$ cat src/rtl/rename_commit_unit.sv
// In-order graduation unit for the rename pipeline: holds rename records in program
// order, retires completed records from the head and returns old phys regs to the free list.
module rename_commit_unit #(
    parameter int DEPTH  = 32,
    parameter int TAG_W  = 5,
    parameter int PHYS_W = 6,
    parameter int ARCH_W = 5
) (
    input  logic              clk,
    input  logic              rst_n,
    input  logic              alloc_valid,
    output logic              alloc_ready,
    input  logic [ARCH_W-1:0] alloc_arch,
    input  logic [PHYS_W-1:0] alloc_new_phys,
    input  logic [PHYS_W-1:0] alloc_old_phys,
    output logic [TAG_W-1:0]  alloc_tag,
    input  logic              wb_valid,
    input  logic [TAG_W-1:0]  wb_tag,
    input  logic              rb_valid,
    input  logic [TAG_W-1:0]  rb_tag,
    output logic              free_valid,
    input  logic              free_ready,
    output logic [PHYS_W-1:0] free_phys,
    output logic              commit_valid,
    output logic [ARCH_W-1:0] commit_arch,
    output logic [PHYS_W-1:0] commit_phys,
    output logic [TAG_W:0]    count,
    output logic              empty
);

    localparam logic [TAG_W:0] DEPTH_L = (TAG_W+1)'(DEPTH);
    localparam logic [TAG_W:0] ONE_L   = (TAG_W+1)'(1);

    logic [DEPTH-1:0]  r_valid;
    logic [DEPTH-1:0]  r_done;
    logic [ARCH_W-1:0] r_arch     [DEPTH];
    logic [PHYS_W-1:0] r_new_phys [DEPTH];
    logic [PHYS_W-1:0] r_old_phys [DEPTH];
    logic [TAG_W:0]    r_head;
    logic [TAG_W:0]    r_tail;
    logic              r_free_valid;
    logic [PHYS_W-1:0] r_free_phys;
    logic              r_commit_valid;
    logic [ARCH_W-1:0] r_commit_arch;
    logic [PHYS_W-1:0] r_commit_phys;

    logic [TAG_W:0]    w_count;
    logic [TAG_W-1:0]  w_head_idx;
    logic [TAG_W-1:0]  w_tail_idx;
    logic [TAG_W-1:0]  w_rb_rel;
    logic [TAG_W-1:0]  w_off [DEPTH];
    logic [DEPTH-1:0]  w_squash;
    logic              w_alloc_fire;
    logic              w_commit;
    logic              w_wb_hit;

    // Occupancy, handshakes and rollback squash mask (offset from head beyond the branch).
    always_comb begin
        w_count      = r_tail - r_head;
        w_head_idx   = r_head[TAG_W-1:0];
        w_tail_idx   = r_tail[TAG_W-1:0];
        w_rb_rel     = rb_tag - w_head_idx;
        alloc_ready  = (w_count < DEPTH_L) && !rb_valid;
        w_alloc_fire = alloc_valid && alloc_ready;
        w_squash     = '0;
        for (int i = 0; i < DEPTH; i++) begin
            w_off[i]    = TAG_W'(i) - w_head_idx;
            w_squash[i] = rb_valid && (w_off[i] > w_rb_rel);
        end
        w_commit = r_valid[w_head_idx] && r_done[w_head_idx] && (!r_free_valid || free_ready);
        // A writeback may target the record being allocated in the same cycle.
        w_wb_hit = wb_valid && !w_squash[wb_tag]
                   && (r_valid[wb_tag] || (w_alloc_fire && (wb_tag == w_tail_idx)));
    end

    // Per-entry valid/done bookkeeping.
    always_ff @(posedge clk) begin
        if (!rst_n) begin
            r_valid <= '0;
            r_done  <= '0;
        end else begin
            for (int i = 0; i < DEPTH; i++) begin
                if (w_alloc_fire && (w_tail_idx == TAG_W'(i))) begin
                    r_valid[i] <= 1'b1;
                    r_done[i]  <= w_wb_hit && (wb_tag == TAG_W'(i));
                end else if ((w_commit && (w_head_idx == TAG_W'(i))) || w_squash[i]) begin
                    r_valid[i] <= 1'b0;
                    r_done[i]  <= 1'b0;
                end else if (w_wb_hit && (wb_tag == TAG_W'(i))) begin
                    r_done[i]  <= 1'b1;
                end else begin
                    r_valid[i] <= r_valid[i];
                    r_done[i]  <= r_done[i];
                end
            end
        end
    end

    // Record payload written at the tail.
    always_ff @(posedge clk) begin
        if (w_alloc_fire) begin
            r_arch[w_tail_idx]     <= alloc_arch;
            r_new_phys[w_tail_idx] <= alloc_new_phys;
            r_old_phys[w_tail_idx] <= alloc_old_phys;
        end
    end

    // Head/tail pointers; rollback rebuilds the tail from the pre-commit head.
    always_ff @(posedge clk) begin
        if (!rst_n) begin
            r_head <= '0;
            r_tail <= '0;
        end else begin
            if (w_commit) begin
                r_head <= r_head + ONE_L;
            end
            if (rb_valid) begin
                r_tail <= r_head + {1'b0, w_rb_rel} + ONE_L;
            end else if (w_alloc_fire) begin
                r_tail <= r_tail + ONE_L;
            end
        end
    end

    // Registered commit pulse and free-list offer.
    always_ff @(posedge clk) begin
        if (!rst_n) begin
            r_commit_valid <= 1'b0;
            r_commit_arch  <= '0;
            r_commit_phys  <= '0;
            r_free_valid   <= 1'b0;
            r_free_phys    <= '0;
        end else begin
            r_commit_valid <= w_commit;
            if (w_commit) begin
                r_commit_arch <= r_arch[w_head_idx];
                r_commit_phys <= r_new_phys[w_head_idx];
                r_free_valid  <= 1'b1;
                r_free_phys   <= r_old_phys[w_head_idx];
            end else if (r_free_valid && free_ready) begin
                r_free_valid  <= 1'b0;
            end
        end
    end

    assign alloc_tag    = w_tail_idx;
    assign count        = w_count;
    assign empty        = (w_count == '0);
    assign free_valid   = r_free_valid;
    assign free_phys    = r_free_phys;
    assign commit_valid = r_commit_valid;
    assign commit_arch  = r_commit_arch;
    assign commit_phys  = r_commit_phys;

endmodule

$ cat config.mk
export PLATFORM = sky130hd
export DESIGN_NAME = rename_commit_unit
export DESIGN_NICKNAME = d
export VERILOG_FILES = /design/src/rtl/rename_commit_unit.sv
export SDC_FILE = /design/constraint.sdc
export NUM_CORES = 1
export LEC_CHECK = 0
export CAP_MARGIN = 20
export CORE_MARGIN = 5
export CORE_UTILIZATION = 45
export DETAILED_ROUTE_END_ITERATION = 12
export RECOVER_POWER = 100
export SLEW_MARGIN = 0
export SYNTH_ARGS = -nofsm -noshare
export SYNTH_HDL_FRONTEND = slang
export SYNTH_SLANG_ARGS = --single-unit
$ cat constraint.sdc
create_clock -name clk -period 10.4 [get_ports clk]
set_clock_uncertainty 0.05 [all_clocks]
set_input_delay 1.04 -clock clk [delete_from_list [all_inputs] [get_ports clk]]
set_output_delay 1.04 -clock clk [all_outputs]
set_load 0.005 [all_outputs]
After elaboration in Yosys (flattened, before gate mapping)
Memory sizes are Yosys's and may differ from the RTL's. A register that Yosys moved wholly into a read port is not among the register bits.
Cells that the tools add are included.
{"block": "totals", "regBits": 78, "mem_bits_rw": 544, "in_bits": 33, "output_inout_bits": 32, "word_cells": 658, "n_memories": 3}
{"block": "classes", "n_addsub": 38, "order_cmp": 35, "eq_ne": 94, "n_mux": 174, "n_reduce_logical": 246}
{"memory": "r_new_phys", "depth": 32, "word_bits": 6, "rd": 1, "rd_ports_with_merged_regs": 1, "wr": 1, "line_no": "37", "text": "logic [PHYS_W-1:0] r_new_phys [DEPTH];"}
{"memory": "r_old_phys", "depth": 32, "word_bits": 6, "rd": 1, "rd_ports_with_merged_regs": 1, "wr": 1, "line_no": "38", "text": "logic [PHYS_W-1:0] r_old_phys [DEPTH];"}
{"memory": "r_arch", "depth": 32, "word_bits": 5, "rd": 1, "rd_ports_with_merged_regs": 1, "wr": 1, "line_no": "36", "text": "logic [ARCH_W-1:0] r_arch [DEPTH];"}
{"cell": "$eq 5x5->1 const B", "n": 48}
{"cell": "$mux 1", "n": 168}
{"cell": "$gt 5x5->1", "n": 32}
{"cell": "$logic_and 1x1->1", "n": 136}
{"cell": "$eq 5x4->1 const B", "n": 24}
{"cell": "$reduce_bool 3->1", "n": 32}
{"cell": "$sub 5x5->5 const A", "n": 16}
{"cell": "$reduce_bool 2->1", "n": 34}
{"cell": "$eq 5x3->1 const B", "n": 12}
{"cell": "$sub 4x5->5 const A", "n": 8}
{"cell": "$logic_or 1x1->1", "n": 34}
{"cell": "$eq 5x2->1 const B", "n": 6}
{"cell": "$bmux 1 s5", "n": 4}
{"cell": "$sub 3x5->5 const A", "n": 4}
{"cell": "$add 6x1->6 const B", "n": 3}
{"cell": "$eq 5x1->1 const B", "n": 3}
{"cell": "$logic_not 5->1", "n": 3}
{"cell": "$lt 5x6->1 const B", "n": 2}
{"cell": "$mux 6", "n": 2}
{"cell": "$sub 1x5->5 const A", "n": 2}
{"cell": "$sub 2x5->5 const A", "n": 2}
{"cell": "$add 6x5->6", "n": 1}
{"cell": "$logic_not 1->1", "n": 6}
{"cell": "$logic_not 6->1", "n": 1}
{"cell": "4 further kinds", "n": 4}

Longest topological paths before layout
{"block": "logic_depth", "depth_word": 12, "depth_mapped": 21, "mapped_depth_nobuf": 18}

Least setup slack after synthesis
Ideal clock, no wire load.
{"block": "synth_timing", "path_kind": "register to register", "start": "register r_head[4]", "end": "register r_done[19]", "setup_ns": 0.096, "t_arrival_ns": 4.744, "required_time_ns": 10.254, "slack_ns": 5.511, "stages_incl_launch_ff": 16, "path_buffers": 4, "period_less_slack_ns": 4.889, "path_cell_list": "dfxtp_1 -> buf_2 -> clkinv_1 -> clkbuf_1 -> clkbuf_1 -> ha_1 -> a21oi_1 -> mux2i_1 -> a31oi_1 -> and4bb_2 -> and2_1 -> clkbuf_1 -> nand2_1 -> nor3_1 -> o21ai_0 -> o41ai_2"}
{"block": "synth_between", "elab_chain_len": 10}
{"item": "from (decl)", "line_no": "39", "text": "logic [TAG_W:0] r_head;"}
{"item": "from (signal assigned)", "line_no": "115", "text": "r_head <= r_head + ONE_L;"}
{"item": "$sub 1x5->5 (tied with other cells)", "line_no": "67", "text": "w_off[i] = TAG_W'(i) - w_head_idx;"}
{"item": "$gt 5x5->1", "line_no": "68", "text": "w_squash[i] = rb_valid && (w_off[i] > w_rb_rel);"}
{"item": "$logic_and 1x1->1", "line_no": "68"}
{"item": "$bmux 1 s5", "line_no": "72", "text": "w_wb_hit = wb_valid && !w_squash[wb_tag]"}
{"item": "$mux 1 (not written as such)", "line_no": "72"}
{"item": "$logic_not 1->1", "line_no": "72"}
{"item": "$logic_and 1x1->1", "line_no": "72"}
{"item": "$logic_and 1x1->1", "line_no": "73", "text": "&& (r_valid[wb_tag] || (w_alloc_fire && (wb_tag == w_tail_idx)));"}
{"item": "$logic_and 1x1->1", "line_no": "85, 89"}
{"item": "$reduce_bool 3->1 (no line) / $mux 1 (equally long branches)"}
{"item": "to (signal, indexed assignment)", "line_no": "85", "text": "r_done[i] <= w_wb_hit && (wb_tag == TAG_W'(i));"}
{"item": "to (signal, indexed assignment)", "line_no": "93", "text": "r_done[i] <= r_done[i];"}
{"item": "to (decl)", "line_no": "35", "text": "logic [DEPTH-1:0] r_done;"}
Parallel ways exist; a longest one is shown, timed or not. The select of a mux whose other input is x is not followed.
A chain may end at the register's enable or synchronous reset.

Final worst setup path
{"block": "layout_timing", "start": "register r_head[1]", "end": "register r_done[17]"}
Same word-level chain as after synthesis.

==> summary.md <==
| Metric | Value |
|---|---|
| Status | finished with violations |
| Failing checks | max-capacitance violations, max-slew violations |
| CP Data Arrival Time | 8290 ps |
| CTS tree | done |
| Smallest hold slack | 406 ps |
| Ports placed on the boundary | 65 |
| Final critical delay including setup and external delays | 7870 ps |
| Worst setup EP type | flip-flop |
| Share of the yosys chip area belonging to registers | 63.1% |
| Clock transition at the registers of the reported paths | 60 ps |
| Fmax achieved | 127 MHz |
| Residual overflow from global routing | 0 |
| Total Nets Final | 2,085 |
| Number of instances resized during post-cts repair | 0 |
| Antenna violations before repair | 5 |
| CTS Buf Count | 67 |
| Max cap viols | 13 |
| Worst Reg2Reg Path Length in Cells | 10 |
| Starting density of the core | 45.6% |
| Remaining antenna violation count after routing | 0 |
| H-tree depth | 3 |
| Clock latency reported for the late side of the worst-skew pair | 600 ps |
| End point of the most critical hold path | r_done[11] |
| Drt drc | 0 |
| Standby leakage power | 10.6 nW |
| Share of the cycle needed by the critical path after routing | 75.7% |
| Pre-CTS setup slack | 3640 ps |
| Floorplan die height | 263 um |
| Worst supply voltage drop on vdd | 0.184 mV |
| Flip-flop and latch count after synthesis | 639 |
| Layout Area Growth over Synthesis | 13.2% |
| TritonCTS Sinks | 639 |
| Share of cells above drive strength 1 | 17.5% |
| Unrepaired setup endpoints after global routing | false |
| Via Count | 17,931 |
| Clock tree buffer depth | 3 |
| Startpoint of the most critical setup path | r_head[1] |
| Syn Area/Cell | 15.3 um^2 |
| Setup Total Neg Slack | 0 ps |
| Type of the worst min-delay path | flip-flop to flip-flop |
| HPWL after DPL | 50,900 um |
| Clock root buffer | clkbuf_16 |
| Last weighted congestion value of the routability-driven placer | 0.966 |
| Power per cell area | 167 nW/um^2 |
| Leading register cell type out of synthesis | edfxtp_1 |
| Critical register-to-register path endpoint | r_done[17] |
| Setup slack of the worst register-to-register path | 2530 ps |
| Buffers added on ports | 64 |
| Biggest fanout along the worst timing path | 62 |
| Asr flop ratio synth | 0% |
| Setup violation total in the final timing report | 0 |
| Final std cell area, no fill | 32,700 um^2 |
| Final antenna diode count | 0 |
| Worst endpoint required time | 10,820 ps |
| Transition at the pin with the smallest max-transition slack | 4050 ps |
| Worst slew margin | -170% |
| First-pass GRT wire length | 121,000 um |
| Pin count of the biggest net entering global routing | 87 |
| Net Count, Synth | 1,991 |
| Number of slew-limit violations in the final report | 293 |
| Startpoint kind of the worst setup timing path | flip-flop |
| Number of hold-repair buffers added at the cts stage | 0 |
| Number of core rows | 92 |
| Routed WL per cell | 28.7 um |
| Post-detailed-route via-to-cell ratio | 6.23 |
| Instance count after placement with tap cells included | 2,738 |
| Yosys warning count | 0 |
| Final core utilization | 51.7% |
| Post-layout total power | 5.47 mW |
| Overall track demand over capacity in global routing | 23.3% |
| Initial drt markers | 1,642 |
| Worst hold path cell count | 2 |
| Core Footprint | 63,300 um^2 |
| Worst Setup Slack, final | 2530 ps |
| Hold violation count in the final report | 0 |
| Vias in the first global route | 17,927 |
| First-pass iteration count of the detailed router | 6 |
| Post-synthesis instance total | 1,886 |
| Distinct cells, synth | 86 |
| Cell area after technology mapping | 28,900 um^2 |
| Placed Area | 30,600 um^2 |
| Crit Path Category | flip-flop to flip-flop |
| Number of enable flip-flop cells after synthesis | 544 |
| Wirelength, routed | 82,800 um |
| DIE AREA | 69,400 um^2 |
| Die Span X | 263 um |
| Postcts setup bufs | 0 |
| Final cell count without fillers | 2,880 |
| Reg-to-reg critical path startpoint | r_head[1] |
| Hold path startpoint | r_done[11] |
## kinds of logic (layout without fill, tap and decap cells)
group                    Yosys count  in the layout  synth area share, %
AO/OA/AOI/OAI                    331            331                 8.03
XOR/XNOR                          44             44                 1.41
adder cells (fa/ha/maj)           84             84                 3.61
buffers and inverters            176            324                 2.46
flip-flops                       639            639                 63.1
multiplexers                     189            189                 14.5
AND/OR/NAND/NOR                  423            423                 6.83
## area by class of cell
type,count,area (um^2)
clock buffer,84,1880
clock inverter,39,334
fill,5283,30600
inverter,69,262
multi-input combinational,1071,9920
sequential,639,18200
tap,846,1060
timing repair buffer,132,1020
## cell usage after synthesis (12+ instances only)
cell type    n  area share, %
a32oi_1     16           0.49
clkbuf_1    69           0.90
a31oi_1     16           0.35
a22oi_1     18           0.47
inv_1       64           0.83
nor2_1     132            1.7
a21oi_1     75            1.3
maj3_1      12           0.42
ha_1        69            3.0
nand2_1    142            1.8
a311oi_1    17           0.52
o21ai_0     58            1.0
edfxtp_1   544             57
o211ai_1    14           0.36
buf_2       16           0.28
a211oi_1    14           0.36
nor2b_1     15           0.32
buf_1       15           0.19
mux4_2     184             14
xnor2_1     30           0.91
nor3_1      16           0.28
nand3_1     37           0.64
dfxtp_1     95            6.6
and3_1      14           0.30
## flip-flops by register name (all words and copies together), names as in the netlist
signal	flops
commit_valid	1
r_old_phys	192
r_head	6
r_arch	160
r_done	32
r_new_phys	192
commit_arch	5
free_phys	6
commit_phys	6
free_valid	1
r_tail	6
r_valid	32
## cell usage in the layout, fill, tap and decap left out, types with 17 or more instances in the layout
cell and instances:
buf_4 29, ha_1 69, nor2_1 125, nand3_1 37
xnor2_1 30, dlygate4sd3_1 47, edfxtp_1 544, o21ai_0 58
dfxtp_1 92, clkbuf_1 46, a311oi_1 17, a22oi_1 18
clkbuf_16 71, inv_1 62, nand2_1 143, mux4_2 184
a21oi_1 75
## routing by layer
| layer | vias to the layer above | global-route usage, % | part of all wire (%) | wire (um) |
|---|---|---|---|---|
| li1 | 7659 | - | - | - |
| met1 | 9328 | 32.3 | 42 | 34400 |
| met2 | 770 | 37.4 | 48 | 39700 |
| met3 | 168 | 4.08 | 6.6 | 5450 |
| met4 | 6 | 8.65 | 3.8 | 3120 |
| met5 | - | 0 | 0.050 | 41 |
## how the worst max path moves through the flow
stage | to | depth (start not counted)
after detailed placement | r_done[5] | 18
after floorplan | r_done[19] | 15
after global placement | r_done[5] | 18
after global routing | r_done[9] | 10
after CTS | r_done[5] | 15
final | r_done[17] | 10
## power by group
| group | total [mW] | internal [mW] | switching, mW |
|---|---|---|---|
| clock | 2.38 | 1.39 | 0.994 |
| combinational | 0.285 | 0.0907 | 0.194 |
| sequential | 2.80 | 2.79 | 0.00790 |
## worst max-delay path, stage by stage, from the launching register on
cell	delay, ps
dfxtp_4	800
clkbuf_1	2880
nand3_1	250
a21oi_1	280
o22ai_1	130
nor4_1	1460
nor2_1	490
nor2_2	590
a31oi_1	320
o2111ai_1	290
o21ai_0	100
(Power assumes the default switching activity.)
